`src/rtl/fifo_data_buffer.sv`:
```
// Slot-addressed data buffer: register storage with a per-slot unread bitmap,
// registered single-cycle read, occupancy count and sticky error flags.
module fifo_data_buffer #(
    parameter int A_W = 32,
    parameter int F_D = 16,
    parameter int D_W = 32
) (
    input  logic           clk,
    input  logic           rst,
    input  logic           flush,
    input  logic           we_n,
    input  logic           re_n,
    input  logic [A_W-1:0] wr_addr,
    input  logic [A_W-1:0] rd_addr,
    input  logic [D_W-1:0] wr_data,
    output logic [D_W-1:0] rd_data,
    output logic           rd_valid,
    output logic [A_W-1:0] occupancy,
    output logic           err_ovf,
    output logic           err_udf,
    output logic           err_addr,
    input  logic           err_clr
);

    localparam int             IDX_W = (F_D > 1) ? $clog2(F_D) : 1;
    localparam logic [A_W-1:0] DEPTH = A_W'(F_D);

    logic [D_W-1:0] mem [F_D];
    logic [F_D-1:0] slot_vld;

    logic [IDX_W-1:0] wr_idx;
    logic [IDX_W-1:0] rd_idx;
    logic             wr_in_range;
    logic             rd_in_range;
    logic             wr_ok;
    logic             rd_ok;
    logic             same_slot;
    logic             ovf_evt;
    logic             udf_evt;
    logic             addr_evt;

    // Strobes are single-cycle qualified events: no back-pressure, the buffer
    // accepts every in-range strobe in the cycle it is presented.
    always_comb begin
        wr_idx      = wr_addr[IDX_W-1:0];
        rd_idx      = rd_addr[IDX_W-1:0];
        wr_in_range = (wr_addr < DEPTH);
        rd_in_range = (rd_addr < DEPTH);
        wr_ok       = we_n && wr_in_range && !flush;
        rd_ok       = re_n && rd_in_range && !flush;
        same_slot   = rd_ok && (rd_idx == wr_idx);
        ovf_evt     = wr_ok && slot_vld[wr_idx] && !same_slot;
        udf_evt     = rd_ok && !slot_vld[rd_idx];
        addr_evt    = !flush && ((we_n && !wr_in_range) || (re_n && !rd_in_range));
    end

    always_ff @(posedge clk) begin
        if (wr_ok) begin
            mem[wr_idx] <= wr_data;
        end
    end

    always_ff @(posedge clk) begin
        if (rst) begin
            rd_data   <= '0;
            rd_valid  <= 1'b0;
            occupancy <= '0;
            slot_vld  <= '0;
            err_ovf   <= 1'b0;
            err_udf   <= 1'b0;
            err_addr  <= 1'b0;
        end else begin
            // Flush leaves the error flags alone; it also masks events above.
            err_ovf  <= (err_ovf  && !err_clr) || ovf_evt;
            err_udf  <= (err_udf  && !err_clr) || udf_evt;
            err_addr <= (err_addr && !err_clr) || addr_evt;
            if (flush) begin
                slot_vld  <= '0;
                occupancy <= '0;
                rd_valid  <= 1'b0;
            end else begin
                rd_valid <= rd_ok;
                if (rd_ok) begin
                    rd_data <= mem[rd_idx];
                end
                // Read clears first so a same-slot write leaves the slot valid.
                for (int i = 0; i < F_D; i++) begin
                    if (wr_ok && (wr_idx == IDX_W'(i))) begin
                        slot_vld[i] <= 1'b1;
                    end else if (rd_ok && (rd_idx == IDX_W'(i))) begin
                        slot_vld[i] <= 1'b0;
                    end
                end
                if (wr_ok && !rd_ok && (occupancy != DEPTH)) begin
                    occupancy <= occupancy + 1'b1;
                end else if (rd_ok && !wr_ok && (occupancy != '0)) begin
                    occupancy <= occupancy - 1'b1;
                end
            end
        end
    end

endmodule

```
`config.mk`:
```
export PLATFORM = sky130hd
export DESIGN_NAME = fifo_data_buffer
export DESIGN_NICKNAME = d
export VERILOG_FILES = /design/src/rtl/fifo_data_buffer.sv
export SDC_FILE = /design/constraint.sdc
export NUM_CORES = 1
export LEC_CHECK = 0
export BUFFER_PORTS_ARGS = -buffer_cell sky130_fd_sc_hd__buf_2
export CORE_MARGIN = 2
export CORE_UTILIZATION = 40
export DETAILED_ROUTE_END_ITERATION = 16
export PLACE_DENSITY_LB_ADDON = 0.2
export SYNTH_ARGS = -nofsm -noshare
export SYNTH_HDL_FRONTEND = slang
export SYNTH_SLANG_ARGS = --single-unit
```
`constraint.sdc`:
```
create_clock -name clk -period 5.7 [get_ports clk]
set_input_delay 1.14 -clock clk [delete_from_list [all_inputs] [get_ports clk]]
set_output_delay 1.14 -clock clk [all_outputs]
set_load 0.05 [all_outputs]
```
# [Word level (Yosys, flattened, before mapping)]
# Memories as Yosys holds them, arrays and structs flattened. A register that Yosys moved wholly into a read port is not among the register bits.
# Cells that the tools add are included.
# W data, S select, Z words.
[totals] ff_bits=52 ram_bits=512 in_bits=102 elab_cells=185 n_memories=1
[memory_table] memory="mem" words=16 word_bits=32 rd=1 rd_clocked_by_memory_dff=1 wr=1 line_no="28" text="logic [D_W-1:0] mem [F_D];"
[classes] addsub=2 n_lt_le_gt_ge=4 n_eq_ne=32 n_mux=40 bitwise=1 n_reduce_logical=84
[op_table] cell="$eq A4 B4 Y1 const B" count=16
[op_table] cell="$lt A32 B5 Y1 const B" count=2
[op_table] cell="$mux W32" count=2
[op_table] cell="$logic_and A1 B1 Y1" count=50
[op_table] cell="$mux W1" count=36
[op_table] cell="$reduce_bool A2 Y1" count=17
[op_table] cell="$add A32 B1 Y32 const B" count=1
[op_table] cell="$eq A4 B3 Y1 const B" count=8
[op_table] cell="$ne A32 B5 Y1 const B" count=1
[op_table] cell="$reduce_bool A32 Y1" count=1
[op_table] cell="$sub A32 B1 Y32 const B" count=1
[op_table] cell="$eq A4 B2 Y1 const B" count=4
[op_table] cell="$lt A4 B5 Y1 const B" count=2
[op_table] cell="$bmux W1 S4" count=2
[op_table] cell="$eq A4 B1 Y1 const B" count=2
[op_table] cell="$logic_not A1 Y1" count=8
[op_table] cell="$logic_not A4 Y1" count=2
[op_table] cell="$eq A4 B4 Y1" count=1
[op_table] cell="$logic_or A1 B1 Y1" count=4
[op_table] cell="$reduce_and A2 Y1" count=1
[op_table] cell="$reduce_or A2 Y1" count=1
[op_table] cell="$not A1 Y1" count=1

# [Longest topological paths before layout]
[logic_depth] ltp_word=8 depth_mapped=17 mapped_depth_nobuf=16

# [Least setup slack after synthesis]
# No wires, ideal clock.
[synth_timing] path_type="input -> register" start="in rd_addr[30]" end="reg occupancy[30]" setup_ps=121 arrival_ps=5014 required_time_ps=5579 slack_ps=564 stages=17 path_buffers=1 cell_sequence="nor4_1 > nand4_1 > or4b_4 > nand2_2 > a21oi_4 > inv_1 > ha_1 > buf_6 > or4_4 > o2111ai_2 > o21ai_2 > nand4b_1 > nor2b_1 > a221o_2 > o31ai_2 > xor2_1 > a21oi_1"
[synth_between] elab_chain_len=7 word_cells_on_any_way=10
[synth_rtl] element="from (decl)" line_no="14" text="input logic [A_W-1:0] rd_addr,"
[synth_rtl] element="$lt A32 B5 Y1 *" line_no="48" text="rd_in_range = (rd_addr < DEPTH);"
[synth_rtl] element="$logic_and A1 B1 Y1 * (2 in series)" line_no="50" text="rd_ok = re_n && rd_in_range && !flush;"
[synth_rtl] element="$logic_not A1 Y1" line_no="94" text="if (wr_ok && !rd_ok && (occupancy != DEPTH)) begin"
[synth_rtl] element="$logic_and A1 B1 Y1 (2 in series)" line_no="94"
[synth_rtl] element="$mux W32 / $reduce_bool A2 Y1 (equally long branches)"
[synth_rtl] element="to (signal assigned)" line_no="95" text="occupancy <= occupancy + 1'b1;"
[synth_rtl] element="to (signal assigned)" line_no="97" text="occupancy <= occupancy - 1'b1;"
[synth_rtl] element="to (decl)" line_no="18" text="output logic [A_W-1:0] occupancy,"
# Every way passes the cells marked *; elsewhere a longest branch is shown, timed or not.
# A chain may end at the register's enable or synchronous reset.

# [Worst setup path in the final report]
[layout_timing] start="in rd_addr[28]" end="reg occupancy[30]"
# The elaborated chain is that of the path after synthesis.

==> metrics.csv <==
stage;metric;value;unit
run_status;status;complete, no violations;
global_routing;initial antenna violation count;6;
clocking;post-CTS sizing;0;
die;# IOs;170;
placement;area post-placement;0.0261;mm2
worst_hold_path;Hold Path Origin;rd_data[8];
global_routing;vias in the first global route;13800;
setup_path;WS Path Type;primary input to flop;
clocking;H-tree depth;3;
power_and_ir_drop;Leak Pwr;9.55;nW
detailed_routing;detailed-route DRC error count;0;
setup_path;critical path's top delay family;simple AND/OR/NAND/NOR gates;
detailed_routing;wl on met1;26000;um
logic_synthesis;post-synthesis sequential area ratio;0.703;
setup_path;cells along the critical path;buf_2 > nor4_1 > nand4_1 > or4b_4 > nand2_2 > a21oi_4 > inv_1 > ha_1 > or4_4 > o2111ai_2 > o21ai_2 > nand4b_1 > nor2b_1 > a221o_2 > o31ai_2 > xor2_1 > a21oi_1;
detailed_routing;drt pass-1 iters;5;
cells_and_area;share of cells above drive strength 1;0.312;
logic_synthesis;share of the synthesized area in the top cell type;0.633;
setup_path;slowest stage delay, CP;0.58;ns
logic_synthesis;Synth warnings;0;
setup_path;CP max FO;10;
placement;DP Wirelength;33500;um
sta;Slew @ Worst Pin;1.07;ns
global_routing;largest net degree at the start of global routing;86;
global_routing;total gr overflow;0;
die;row cnt;90;
die;Initial Utilization;0.404;
logic_synthesis;Cell variety after synth;64;
setup_path;Data required, critical path;6.17;ns
detailed_routing;vias after detailed routing;13300;
detailed_routing;vias per cell;5.52;
die;die height;250;um
logic_synthesis;syn nets;1499;
sta;Clock Skew;0.0243;ns
cells_and_area;Area Growth Syn to Fin;16.6;%
sta;Slew HR;0.284;
sta;Max Freq;0.208;GHz
sta;RSZ-0062 raised after global routing;false;
power_and_ir_drop;maximum VDD drop;0.000238;V
clocking;Post-CTS Setup Bufs;0;
clocking;Num CTS Buffers;66;
cells_and_area;Final Cell Area;0.0283;mm2
detailed_routing;wire length on met3;3130;um
setup_path;CP endpoint kind;flop;
clocking;Sink Count;596;
logic_synthesis;syn_area_per_cell;17.8;um2
clocking;hold_buf cts;0;
clocking;Worst-path clk slew;0.06;ns
clocking;CTS tree;done;
placement;Port Buffer Count;169;
logic_synthesis;Area contributors post-synth;edfxtp_1 63%, mux4_2 16%, dfxtp_1 6.9%, nand2_1 2.1%, a21oi_1 2.0%;
sta;max-slew violation count;0;
logic_synthesis;Yosys top cell by area;edfxtp_1;
logic_synthesis;Synth Register Bits;596;
cells_and_area;post-layout util;0.471;
sta;Min Clock Period, post-route;4.80;ns
sta;worst hold margin;0.452;ns
detailed_routing;DR WL met2;28800;um
detailed_routing;highest metal used;met5;
power_and_ir_drop;pwr/cell area;329;mW/mm2
die;die width;250;um
clocking;Clock Latency Late Sink;0.60;ns
die;Die Area;0.0627;mm2
cells_and_area;antenna cells;0;
sta;Fin. Hold Viols;0;
detailed_routing;number of nets still failing antenna checks after routing;0;
setup_path;crit start category;primary input;
detailed_routing;Detailed Route WL;59100;um
die;core area;0.0601;mm2
setup_path;crit path from;rd_addr[28];
setup_path;R2R Path Start;occupancy[8];
logic_synthesis;most used flip-flop cell after synthesis;edfxtp_1;
detailed_routing;Avg WL per Cell;24.6;um
logic_synthesis;synthesized instance count;1366;
cells_and_area;Final #Nets;1704;
placement;gpl congestion;0.835;
logic_synthesis;EDFF count, synth;512;
clocking;root buffer cell;clkbuf_16;
sta;setup TNS;0;ns
setup_path;WP data arrival;5.27;ns
setup_path;CP max stage cell;or4b_4;
logic_synthesis;Post-Syn Area;0.0243;mm2
worst_hold_path;Worst Hold Class;flop to flop;
logic_synthesis;asr flop ratio synth;0;
sta;crit share post-route;0.842;
global_routing;global-route usage over all layers;0.190;
clocking;Max Buffers Root-to-Sink;3;
sta;final setup vio count;0;
setup_path;WP buf/inv;2;
job;max_cap viols;0;
global_routing;first-pass GRT wire length;88300;um
detailed_routing;initial drt markers;1018;
path summary, 6_finish.rpt:
kind,slack (ns),endpoint,depth (start not counted)
worst max-delay path,0.90,occupancy[30],17
worst min-delay path,0.45,rd_data[8],2
worst max register to register,1.45,occupancy[30],15
worst min register to register,0.45,rd_data[8],2
per-layer routing:
metal / global-route usage / vias to the layer above
li1: - / 5905
met1: 0.261 / 6895
met2: 0.316 / 363
met3: 0.0364 / 97
met4: 0.0457 / 10
met5: 0 / -
state kept, by name (all words and copies together), names as in the netlist:
signal / cells
rd_valid: 1
occupancy: 32
err_ovf: 1
slot_vld: 16
rd_data: 32
err_addr: 1
err_udf: 1
mem: 512
per-stage QoR:
stage | power (W) | std cells | setup WS, ns
CTS | 0.00940 | 2405 | 0.834
detailed placement | 0.00515 | 2285 | 0.197
global placement | 0.00515 | 2285 | 0.243
global route | 0.00959 | 2405 | 0.516
finish | 0.00930 | 2405 | 0.902
floorplan | 0.00502 | 1366 | 0.564
cells in the mapped netlist (all sizes together) (5+ instances only):
cell,instances
edfxtp,512
mux4,170
nand2,137
a21oi,98
dfxtp,84
clkbuf,44
nor2,35
o21ai,33
ha,30
buf,24
xnor2,24
nor4,23
inv,22
nand3,16
o21a,12
a21o,10
nand2b,10
nand4,8
nor3,8
xor2,8
nor2b,6
a211oi,5
layout make-up:
cell class	instances	area, um2
clock buffer	80	1740
clock inverter	40	422
fill	5162	31800
inverter	22	82.6
multi-input combinational	680	6890
sequential	596	17100
tap	782	978
timing repair buffer	205	1130
worst register-to-register path: stages, from the launching register on:
cell	delay [ns]
dfxtp_1	0.35
nor4_1	0.53
nand4_1	0.28
nor2_1	0.25
a21oi_4	0.11
inv_1	0.32
ha_1	0.41
or4_4	0.51
o2111ai_2	0.10
o21ai_2	0.10
nand4b_1	0.17
nor2b_1	0.17
a221o_2	0.37
o31ai_2	0.21
xor2_1	0.17
a21oi_1	0.08
kinds of logic after synthesis:
family / Yosys count / synth area share
multiplexers: 171 / 0.158
AND/OR/NAND/NOR: 266 / 0.0521
flip-flops: 596 / 0.703
AO/OA/AOI/OAI: 180 / 0.0441
buffers and inverters: 90 / 0.0152
adder cells (fa/ha/maj): 31 / 0.0163
XOR/XNOR: 32 / 0.0115
placed cells by master, fill, tap and decap left out, drive strengths merged, types with 25 or more instances in the layout:
master,netlist,routed
clkbuf,44,80
clkinv,0,26
edfxtp,512,512
nand2,137,137
buf,24,205
nor2,35,35
mux4,170,170
a21oi,98,98
ha,30,30
dfxtp,84,84
inv,22,25
o21ai,33,33
power breakdown:
group / internal, W / leakage (nW) / switching (W)
Sequential: 0.00473 / 5.28 / 0.000000533
Clock: 0.00251 / 1.05 / 0.00174
Combinational: 0.000149 / 3.22 / 0.000176
(Power assumes the default switching activity.)
